File: config.mk
export PLATFORM = sky130hd
export DESIGN_NAME = alu_datapath
export DESIGN_NICKNAME = d
export VERILOG_FILES = /design/src/rtl/alu_datapath.sv
export SDC_FILE = /design/constraint.sdc
export NUM_CORES = 1
export LEC_CHECK = 0
export CAP_MARGIN = 30
export CORE_AREA = 2 2 106 108
export CTS_CLUSTER_DIAMETER = 100
export CTS_CLUSTER_SIZE = 40
export DETAILED_ROUTE_END_ITERATION = 8
export DIE_AREA = 0 0 108 110
export MAX_ROUTING_LAYER = met4
export PLACE_DENSITY = 0.81
export SLEW_MARGIN = 20
export SYNTH_ARGS = -nofsm -noshare
export SYNTH_HDL_FRONTEND = slang
export SYNTH_SLANG_ARGS = --single-unit
File: constraint.sdc
create_clock -name clk -period 5.06 [get_ports clk]
set_input_delay 1.012 -clock clk [delete_from_list [all_inputs] [get_ports clk]]
set_output_delay 1.012 -clock clk [all_outputs]
set_load 0.02 [all_outputs]
File: src/rtl/alu_datapath.sv
// rtl/alu_datapath.sv - 8-bit ALU execution datapath (add/sub, Booth multiply, non-restoring divide); optional flags via ALU_DP_STATUS_FLAGS_EN

module alu_datapath #(
    parameter int WIDTH = 8
) (
    input  logic             clk,
    input  logic             reset,
    input  logic [WIDTH-1:0] operand_a,
    input  logic [WIDTH-1:0] operand_b,
    input  logic             adder_en,
    input  logic             subtractor_en,
    input  logic             booth_load,
    input  logic             booth_add_en,
    input  logic             booth_sub_en,
    input  logic             booth_shift_en,
    input  logic             booth_count_en,
    input  logic             divider_load,
    input  logic             divider_add_en,
    input  logic             divider_sub_en,
    input  logic             divider_shift_en,
    input  logic             divider_count_en,
    input  logic             divider_final_add,
    output logic [1:0]       booth_bits,
    output logic             booth_counter_done,
    output logic             divider_sign_R,
    output logic             divider_counter_done,
    output logic [WIDTH-1:0] result_lo,
    output logic [WIDTH-1:0] result_hi,
    output logic             flag_zero,
    output logic             flag_neg,
    output logic             flag_ovf,
    output logic             flag_dbz
);

    localparam logic [1:0] OP_ADD = 2'b00;
    localparam logic [1:0] OP_SUB = 2'b01;
    localparam logic [1:0] OP_MUL = 2'b10;
    localparam logic [1:0] OP_DIV = 2'b11;
    // Iteration counters start at WIDTH-1 so that done is seen during the last count strobe
    localparam logic [2:0] CNT_INIT = 3'(WIDTH - 1);

    logic [1:0]       op_sel;
    logic [WIDTH-1:0] s;
    logic             c;

    logic [WIDTH:0]   acc;
    logic [WIDTH:0]   m;
    logic [WIDTH-1:0] mq;
    logic             mq_1;
    logic [2:0]       mcount;

    logic [WIDTH+1:0] r;
    logic [WIDTH-1:0] dq;
    logic [WIDTH-1:0] d;
    logic [2:0]       dcount;

    logic [WIDTH:0]   sum_full;
    logic [WIDTH-1:0] diff;
    logic [WIDTH+1:0] r_add;
    logic [WIDTH+1:0] r_sub;

    assign sum_full = {1'b0, operand_a} + {1'b0, operand_b};
    assign diff     = operand_a - operand_b;
    assign r_add    = r + {2'b00, d};
    assign r_sub    = r - {2'b00, d};

    // Operation class: add/sub strobes win over multiplier/divider loads
    always_ff @(posedge clk or posedge reset) begin
        if (reset) begin
            op_sel <= OP_ADD;
        end else if (adder_en) begin
            op_sel <= OP_ADD;
        end else if (subtractor_en) begin
            op_sel <= OP_SUB;
        end else if (booth_load) begin
            op_sel <= OP_MUL;
        end else if (divider_load) begin
            op_sel <= OP_DIV;
        end
    end

    // Single-cycle add / subtract with carry or unsigned borrow
    always_ff @(posedge clk or posedge reset) begin
        if (reset) begin
            s <= '0;
            c <= 1'b0;
        end else if (adder_en) begin
            {c, s} <= sum_full;
        end else if (subtractor_en) begin
            s <= diff;
            c <= (operand_a < operand_b);
        end
    end

    // Booth multiplier registers; one strobe acts per edge, highest priority first
    always_ff @(posedge clk or posedge reset) begin
        if (reset) begin
            acc    <= '0;
            m      <= '0;
            mq     <= '0;
            mq_1   <= 1'b0;
            mcount <= '0;
        end else if (booth_load) begin
            acc    <= '0;
            mq     <= operand_a;
            mq_1   <= 1'b0;
            m      <= {operand_b[WIDTH-1], operand_b};
            mcount <= CNT_INIT;
        end else if (booth_add_en) begin
            acc <= acc + m;
        end else if (booth_sub_en) begin
            acc <= acc - m;
        end else if (booth_shift_en) begin
            {acc, mq, mq_1} <= {acc[WIDTH], acc, mq};
        end else if (booth_count_en) begin
            if (mcount != 3'd0) begin
                mcount <= mcount - 3'd1;
            end
        end
    end

    // Non-restoring divider registers; quotient bit is the inverted sign of the new remainder
    always_ff @(posedge clk or posedge reset) begin
        if (reset) begin
            r      <= '0;
            dq     <= '0;
            d      <= '0;
            dcount <= '0;
        end else if (divider_load) begin
            r      <= '0;
            dq     <= operand_a;
            d      <= operand_b;
            dcount <= CNT_INIT;
        end else if (divider_add_en) begin
            r     <= r_add;
            dq[0] <= ~r_add[WIDTH+1];
        end else if (divider_sub_en) begin
            r     <= r_sub;
            dq[0] <= ~r_sub[WIDTH+1];
        end else if (divider_shift_en) begin
            {r, dq} <= {r[WIDTH:0], dq, 1'b0};
        end else if (divider_count_en) begin
            if (dcount != 3'd0) begin
                dcount <= dcount - 3'd1;
            end
        end else if (divider_final_add) begin
            if (r[WIDTH+1]) begin
                r <= r_add;
            end
        end
    end

    assign booth_bits           = {mq[0], mq_1};
    assign booth_counter_done   = (mcount == 3'd0);
    assign divider_sign_R       = r[WIDTH+1];
    assign divider_counter_done = (dcount == 3'd0);

    // Result mux selected by the recorded operation class
    always_comb begin
        result_lo = s;
        result_hi = {{(WIDTH-1){1'b0}}, c};
        case (op_sel)
            OP_MUL: begin
                result_lo = mq;
                result_hi = acc[WIDTH-1:0];
            end
            OP_DIV: begin
                result_lo = dq;
                result_hi = r[WIDTH-1:0];
            end
            default: begin
                result_lo = s;
                result_hi = {{(WIDTH-1){1'b0}}, c};
            end
        endcase
    end

`ifdef ALU_DP_STATUS_FLAGS_EN
    logic ovf_r;
    logic dbz_r;
    logic res_valid;
    logic add_ovf;
    logic sub_ovf;

    assign add_ovf = (operand_a[WIDTH-1] == operand_b[WIDTH-1]) && (sum_full[WIDTH-1] != operand_a[WIDTH-1]);
    assign sub_ovf = (operand_a[WIDTH-1] != operand_b[WIDTH-1]) && (diff[WIDTH-1] != operand_a[WIDTH-1]);

    // Flag state: overflow captured with the operands, divide-by-zero latched at divider load
    always_ff @(posedge clk or posedge reset) begin
        if (reset) begin
            ovf_r     <= 1'b0;
            dbz_r     <= 1'b0;
            res_valid <= 1'b0;
        end else begin
            if (adder_en || subtractor_en || booth_load || divider_load) begin
                res_valid <= 1'b1;
            end
            if (adder_en) begin
                ovf_r <= add_ovf;
            end else if (subtractor_en) begin
                ovf_r <= sub_ovf;
            end
            if (divider_load) begin
                dbz_r <= (operand_b == '0);
            end else if (adder_en || subtractor_en || booth_load) begin
                dbz_r <= 1'b0;
            end
        end
    end

    // Zero/negative track the selected result width; flags stay low until a first operation
    always_comb begin
        flag_zero = 1'b0;
        flag_neg  = 1'b0;
        if (op_sel == OP_MUL) begin
            flag_zero = res_valid && ({result_hi, result_lo} == '0);
            flag_neg  = res_valid && result_hi[WIDTH-1];
        end else begin
            flag_zero = res_valid && (result_lo == '0);
            flag_neg  = res_valid && result_lo[WIDTH-1];
        end
    end

    assign flag_ovf = res_valid && !op_sel[1] && ovf_r;
    assign flag_dbz = dbz_r;
`else
    assign flag_zero = 1'b0;
    assign flag_neg  = 1'b0;
    assign flag_ovf  = 1'b0;
    assign flag_dbz  = 1'b0;
`endif

endmodule

# Word-level counts from Yosys, hierarchy flattened

Index checks and enable logic that the tools add are counted.
W data, S select, Z words.

Input bits: 31
Register bits: 69
Output and inout port bits: 25

Add/sub/neg operators: 8
Multiplexer cells: 47
Magnitude comparators: 1
Equal/unequal tests: 9
Reductions and logical operators: 23
Bitwise gates (word level): 2

Operators by type and width:

| cell                  | count |
|---|---|
| $mux W8               | 9 |
| $mux W10              | 7 |
| $mux W3               | 12 |
| $pmux W8 S2           | 2 |
| $mux W9               | 3 |
| $mux W7               | 2 |
| $reduce_bool A2 Y1    | 7 |
| $ne A2 B2 Y1 const B  | 6 |
| $reduce_bool A4 Y1    | 3 |
| $add A10 B8 Y10       | 1 |
| $reduce_and A5 Y1     | 2 |
| $reduce_bool A5 Y1    | 2 |
| $sub A10 B8 Y10       | 1 |
| $add A8 B8 Y9         | 1 |
| $add A9 B9 Y9         | 1 |
| $reduce_and A3 Y1     | 3 |
| $reduce_bool A3 Y1    | 3 |
| $sub A9 B9 Y9         | 1 |
| $lt A8 B8 Y1          | 1 |
| $mux W1               | 8 |
| $mux W2               | 4 |
| $sub A8 B8 Y8         | 1 |
| $logic_not A3 Y1      | 2 |
| $sub A3 B1 Y3 const B | 2 |
| other kinds (4)       | 6 |

# Logic depth before layout (Yosys ltp)

Gate-level depths: netlist of the first run.

Depth in word-level cells: 8
Mapped depth: 12

# Least setup slack after synthesis of the first run

Ideal clock, no wire load.

Path kind: flip-flop to output port
Start point: register op_sel[0]
End point: output port result_hi[0]
Required time: 4048 ps
Buffers on the path: 2
Stages on the path, launching flop included: 5
Data arrival time: 1645 ps
Slack: 2403 ps
Cells stage by stage: dfrtp_1 > clkbuf_1 > clkbuf_1 > mux2i_1 > a21oi_1

Cells in the longest elaborated chain, start to end: 2
Elaborated cells between the ends (all ways): 3
Classes of those cells: 2 x eq/ne; 1 x mux

Ends and longest elaborated chain:

| what                     | line | text |
|---|---|---|
| start: declaration       | 42   | `logic [1:0] op_sel;` |
| start signal: assignment | 70   | `op_sel <= OP_ADD;` |
| start signal: assignment | 72   | `op_sel <= OP_ADD;` |
| start signal: assignment | 74   | `op_sel <= OP_SUB;` |
| $eq A2 B2 Y1             | 162  | `case (op_sel)` |
| $pmux W8 S2 *            | 162  |  |
| end: declaration         | 28   | `output logic [WIDTH-1:0] result_hi,` |

Every way passes the cells marked *; elsewhere a longest branch is shown, timed or not.

# Worst setup path after layout of the first run

Same ends and word-level chain as after synthesis.

==> results of run 1 <==
-- worst max path at each step --
stage	cells after the start	slack, ns	end	startpoint
2_1_floorplan	1	2.31	acc[0]	reset
3_3_place_gp	9	1.60	s[7]	operand_b[1]
3_5_place_dp	10	1.55	c	operand_a[0]
4_1_cts	3	1.67	result_hi[0]	op_sel[0]
5_1_grt	3	1.54	result_hi[0]	op_sel[0]
6_report	3	1.66	result_hi[0]	op_sel[0]
-- critical path: stages (launching register included) --
cell	delay [ns]
dfrtp_1	0.95
mux2i_1	0.20
a21oi_1	0.23
clkdlybuf4s50_1	0.64
-- through the flow --
step                      total power (uW)  instances
after floorplan                       1290        683
after global placement                1470        838
after detailed placement              1500        840
after CTS                             2010        856
after global routing                  2130        856
final                                 2010        856
-- cell usage after synthesis (4+ instances only) --
cell type / number
nor2b_1: 27
o21ai_0: 54
o21a_1: 8
o211ai_1: 4
a221o_1: 4
ha_1: 53
o22ai_1: 4
xor2_1: 5
a21oi_1: 43
a221oi_1: 5
o21bai_1: 5
clkbuf_1: 25
nand2b_1: 17
dfrtp_1: 69
buf_4: 7
nand2_1: 56
nor3b_1: 4
or3_1: 9
a22o_1: 8
a31oi_1: 5
nor3_1: 14
xnor2_1: 17
mux2i_1: 40
nand3_1: 5
a211oi_1: 7
fa_1: 6
nor2_1: 57
inv_1: 56
nand3b_1: 4
buf_2: 5
-- layer usage --
layer / wire (microns) / share of wire [%]
met2: 7140 / 50
met5: 0 / 0
met1: 6320 / 44
met4: 255 / 1.8
met3: 609 / 4.3
-- registers in the layout, summed over array words and instances, names as in the netlist --
register and flops:
d 8, acc 9, mq_1 1, s 8
dq 8, mcount 3, r 10, mq 8
m 8, op_sel 2, c 1, dcount 3
-- where the power goes --
group	switching, uW	internal, uW
sequential	91.6	622
clock	234	275
combinational	424	362
-- cell type report --
| class | instances | share of cell area (%) |
|---|---|---|
| Multi-Input combinational cell | 518 | 55.6 |
| Clock buffer | 9 | 1.89 |
| Timing Repair Buffer | 57 | 8.80 |
| Inverter | 56 | 3.22 |
| Tap cell | 140 | 2.68 |
| Clock inverter | 7 | 1.38 |
| Sequential cell | 69 | 26.4 |
-- logic make-up after synthesis --
kind of cell / after synthesis / synth area share [%]
AND/OR/NAND/NOR: 211 / 18.0
AO/OA/AOI/OAI: 178 / 20.1
buffers and inverters: 96 / 6.96
flip-flops: 69 / 30.0
adder cells (fa/ha/maj): 59 / 13.6
multiplexers: 44 / 7.81
XOR/XNOR: 22 / 3.35
other: 1 / 0.0652
==> flow_summary.ini, run 1 <==
[synthesis]
synth_enable_flop_cells = 0
netlist_instances = 680
async_flop_share_pct = 100
synthesis.area_sq_mm = 0.00575
ys_ff_latch = 69
yosysWarnings = 0
yosysTopAreaCellShare_pct = 30.0
synthFlopType = dfrtp_1
yosysSeqAreaShare_pct = 30.0
yosysTopAreaCell = dfrtp_1
syn_area_per_cell_sq_um = 8.46
synth_cell_types = 63
synthTopCellsByArea = dfrtp_1 30%, ha_1 12%, mux2i_1 7.0%

[timing]
drv_slew = 0
fin_tns_setup_ns = 0
max_freq_ghz = 0.294
finClkSkew_ns = 0.00960
relSlewSlack_pct = 38.9
setup_slack_ns = 1.66
rsz0062_at_grt = no
finalCriticalPeriod_ns = 3.40
finalHoldViolCount = 0
period_share_pct = 67.2
whs_ns = 0.491
worstMarginPinSlew_ns = 0.916
setup_viol = 0

[critical_path]
reg2reg_depth = 10
endpoint_kind = primary output
crit_arrival_ns = 2.39
r2r_end = dq[0]
reg2reg_slack_ns = 2.14
reg2reg_from = r[4]
cp_max_fo = 17
required_ns = 4.05
crit_type = register to primary output
start_kind = register

[layout]
final_cell_mix = 69 x dfrtp_1, 57 x nor2_1, 56 x nand2_1
finish.instance_area_sq_mm = 0.00654
areaGrowthSynthToFinish_pct = 13.7
antennaDiodeCount = 0
multi_input_area_sq_mm = 0.00364
final_common_cell = dfrtp_1
nFillCells = 944
seq_area_sq_mm = 0.00173
fin_util_pct = 61.1
drive_gt1_share_pct = 4.89
nets = 801

[clocking]
clkTransAtPathRegs_ns = 0.08
cts_hold_buffers = 0
clock_latency_ns = 0.37
cts_tree = yes
clock_sinks = 69
cts_setup_buffers = 0
cts_max_level = 3
cts_root_buf = clkbuf_8
cts_made_buffers = 9
cts-resized-gates = 0
cts_buffer_depth = 2

[flow_run]
drv_cap = 0

[drt]
drc = 0
vias = 5020
ant_nets = 0
drt_wl_total_microns = 14300
dr.first_iter.drc_count = 247
wire_per_inst_microns = 16.7
dr.pass1.iters = 5
viasPerCell = 5.86

[power]
leakagePower_uw = 0.00294
p_per_area_mw_per_mm2 = 307
ir_drop_v = 0.000162

[die]
coreArea_sq_mm = 0.0107
io_pins = 56
rows = 38
start_util_pct = 53.8
die_x_microns = 108
die_area_sq_mm = 0.0119
die_h_microns = 110

[worst_hold_path]
hp-class = register to register
worst_hold_path.num_cells = 1
hp-start = mcount[1]
min_delay_worst_endpoint = mcount[1]

[outcome]
status = finished clean

[grt]
grtUsageMet1_pct = 33.4
grt_max_degree = 45
grt_pass1_vias = 4847
grt.overflow.total = 0
use_met2_pct = 44.2
antenna_found_initial = 0
grt_use_met3_pct = 2.76
grt_pass1_wl_microns = 23700
grt_use_total_pct = 26.2
grt.busiest_layer = met2

[placement]
port_buffers = 51
placed_area_sq_mm = 0.00632
place_worst_setup_slack_ns = 1.55
dp_hpwl_microns = 10900
place_congestion = 0.908
Power figures use the tool's default switching activity.
==> inputs of run 2 (changes only) <==
- clock period: 5.06 -> 3.5 ns (I/O delays scaled with it)
==> run 2 against run 1 <==
  * Via count grew 0.96%
  * Combinational power is 46% higher
  * Sequential cell count unchanged
  * Register-to-register slack worse by 1.6 ns
  * Wire length up 2.9%
  * Global-route usage grew 0.63 points
  * Final area grew 1.2%
  * Critical path depth grew 7
  * Clock skew about the same
  * First-iteration DRC count down 4.9%
  * Worst hold slack better by 0.00076 ns
  * Sequential power is 44% higher
==> flow_summary.ini, run 2 (synthesized netlist as in run 1, its figures left out) <==
[critical_path]
path_common_cell = ha_1
crit_arrival_ns = 3.15
crit_type = register to register
worst_path_max_delay_cell = dfrtp_1
required_ns = 3.73
path_cells = ha_1, nor2_1, o311ai_0, a221o_1, o21ba_2, nand2b_1, ha_1, a21oi_1, o31a_1, o22ai_1
cp_max_fo = 7
start_kind = register
timing.critical_path.slowest_cell_delay_ns = 0.45
endpoint_kind = register

[layout]
nets = 810
seq_area_sq_mm = 0.00173
final_cell_mix = 69 x dfrtp_1, 57 x nor2_1, 56 x nand2_1
regMostFlops = r
antennaDiodeCount = 0
reg_top3 = r (10), acc (9)
drive_gt1_share_pct = 6.07
areaGrowthSynthToFinish_pct = 15.1
multi_input_area_sq_mm = 0.00364
final_common_cell = dfrtp_1
finish.instance_area_sq_mm = 0.00662
nFillCells = 923
largest_reg_flops = 10

[clocking]
clock_latency_ns = 0.35
cts_setup_buffers = 0
clock_sinks = 69
cts_max_level = 3
cts_buffer_depth = 2
cts-resized-gates = 0
cts_tree = yes
cts_made_buffers = 9
cts_root_buf = clkbuf_8
clkTransAtPathRegs_ns = 0.08
cts_hold_buffers = 0

[grt]
grt_pass1_vias = 4834
antenna_found_initial = 0
grt_max_degree = 44
grt.overflow.total = 0
grt_use_total_pct = 26.8
grt_pass1_wl_microns = 24000

[timing]
worstMarginPinSlew_ns = 0.811
period_share_pct = 83.4
finClkSkew_ns = 0.00956
finalCriticalPeriod_ns = 2.92
relSlewSlack_pct = 45.9
finalHoldViolCount = 0
drv_slew = 0
max_freq_ghz = 0.343
fin_tns_setup_ns = 0
setup_viol = 0
rsz0062_at_grt = no
whs_ns = 0.492

[power]
p_per_area_mw_per_mm2 = 452
ir_drop_v = 0.000249
leakagePower_uw = 0.00299

[drt]
vias = 5068
ant_nets = 0
wire_per_inst_microns = 17.0
drc = 0
viasPerCell = 5.86
drt_wl_total_microns = 14700
dr.first_iter.drc_count = 235
dr.pass1.iters = 5

[die]
die_h_microns = 110
start_util_pct = 53.8
coreArea_sq_mm = 0.0107
rows = 38
io_pins = 56
die_x_microns = 108
die_area_sq_mm = 0.0119

[worst_hold_path]
hp-class = register to register

[outcome]
status = finished clean

[flow_run]
drv_cap = 0

[placement]
placed_area_sq_mm = 0.00637
dp_hpwl_microns = 11400
place_congestion = 0.957
port_buffers = 51
## run 2: cell count changes in the layout (fill, tap and decap cells not counted), sizes merged
cell and change:
clkinv -2, bufinv +1, clkbuf +1, buf +9
## run 2: worst max-delay path: cells and delay by family, from the launching register on
kind | cells | cell delay, ns
flip-flops | 1 | 0.45
AO/OA/AOI/OAI | 6 | 1.32
AND/OR/NAND/NOR | 2 | 0.31
adder cells (fa/ha/maj) | 2 | 0.70
## run 2: final timing paths
kind | endpoint | start | slack [ns] | depth (start not counted)
min | mcount[1] | mcount[1] | 0.49 | 1
max reg2reg | dq[0] | r[4] | 0.58 | 10
min in group asynchronous | acc[2] | reset | 0.72 | 2
max in group asynchronous | d[2] | reset | 2.00 | 3
max | dq[0] | r[4] | 0.58 | 10
min reg2reg | mcount[1] | mcount[1] | 0.49 | 1
## run 2: layer usage
metal / part of all wire [%] / vias up / routed length (microns) / track usage (%)
met5: 0 / - / 0 / -
met4: 2.5 / 0 / 364 / 9.52
met3: 5.1 / 24 / 757 / 3.23
met1: 44 / 2422 / 6530 / 35.3
li1: - / 2443 / - / -
met2: 48 / 179 / 7090 / 43.1
## run 2: cell type report
type	instances	share of cell area, %
Clock inverter	6	1.66
Tap cell	140	2.65
Sequential cell	69	26.1
Multi-Input combinational cell	518	54.9
Timing Repair Buffer	66	9.41
Clock buffer	10	2.08
Inverter	56	3.18
## run 2: per-stage QoR
step	setup slack, ns	util [%]	power (uW)	std cells
floorplan	0.937	-	1860	683
global placement	0.384	59.5	2140	848
detailed placement	0.337	59.6	2180	849
CTS	0.579	61.9	3000	865
global route	0.438	61.9	3180	865
finish	0.582	61.9	2990	865
## run 2: power breakdown
group	internal, uW	switching, uW	total (uW)
Sequential	899	128	1030
Clock	492	324	816
Combinational	526	625	1150
Total	1920	1080	2990
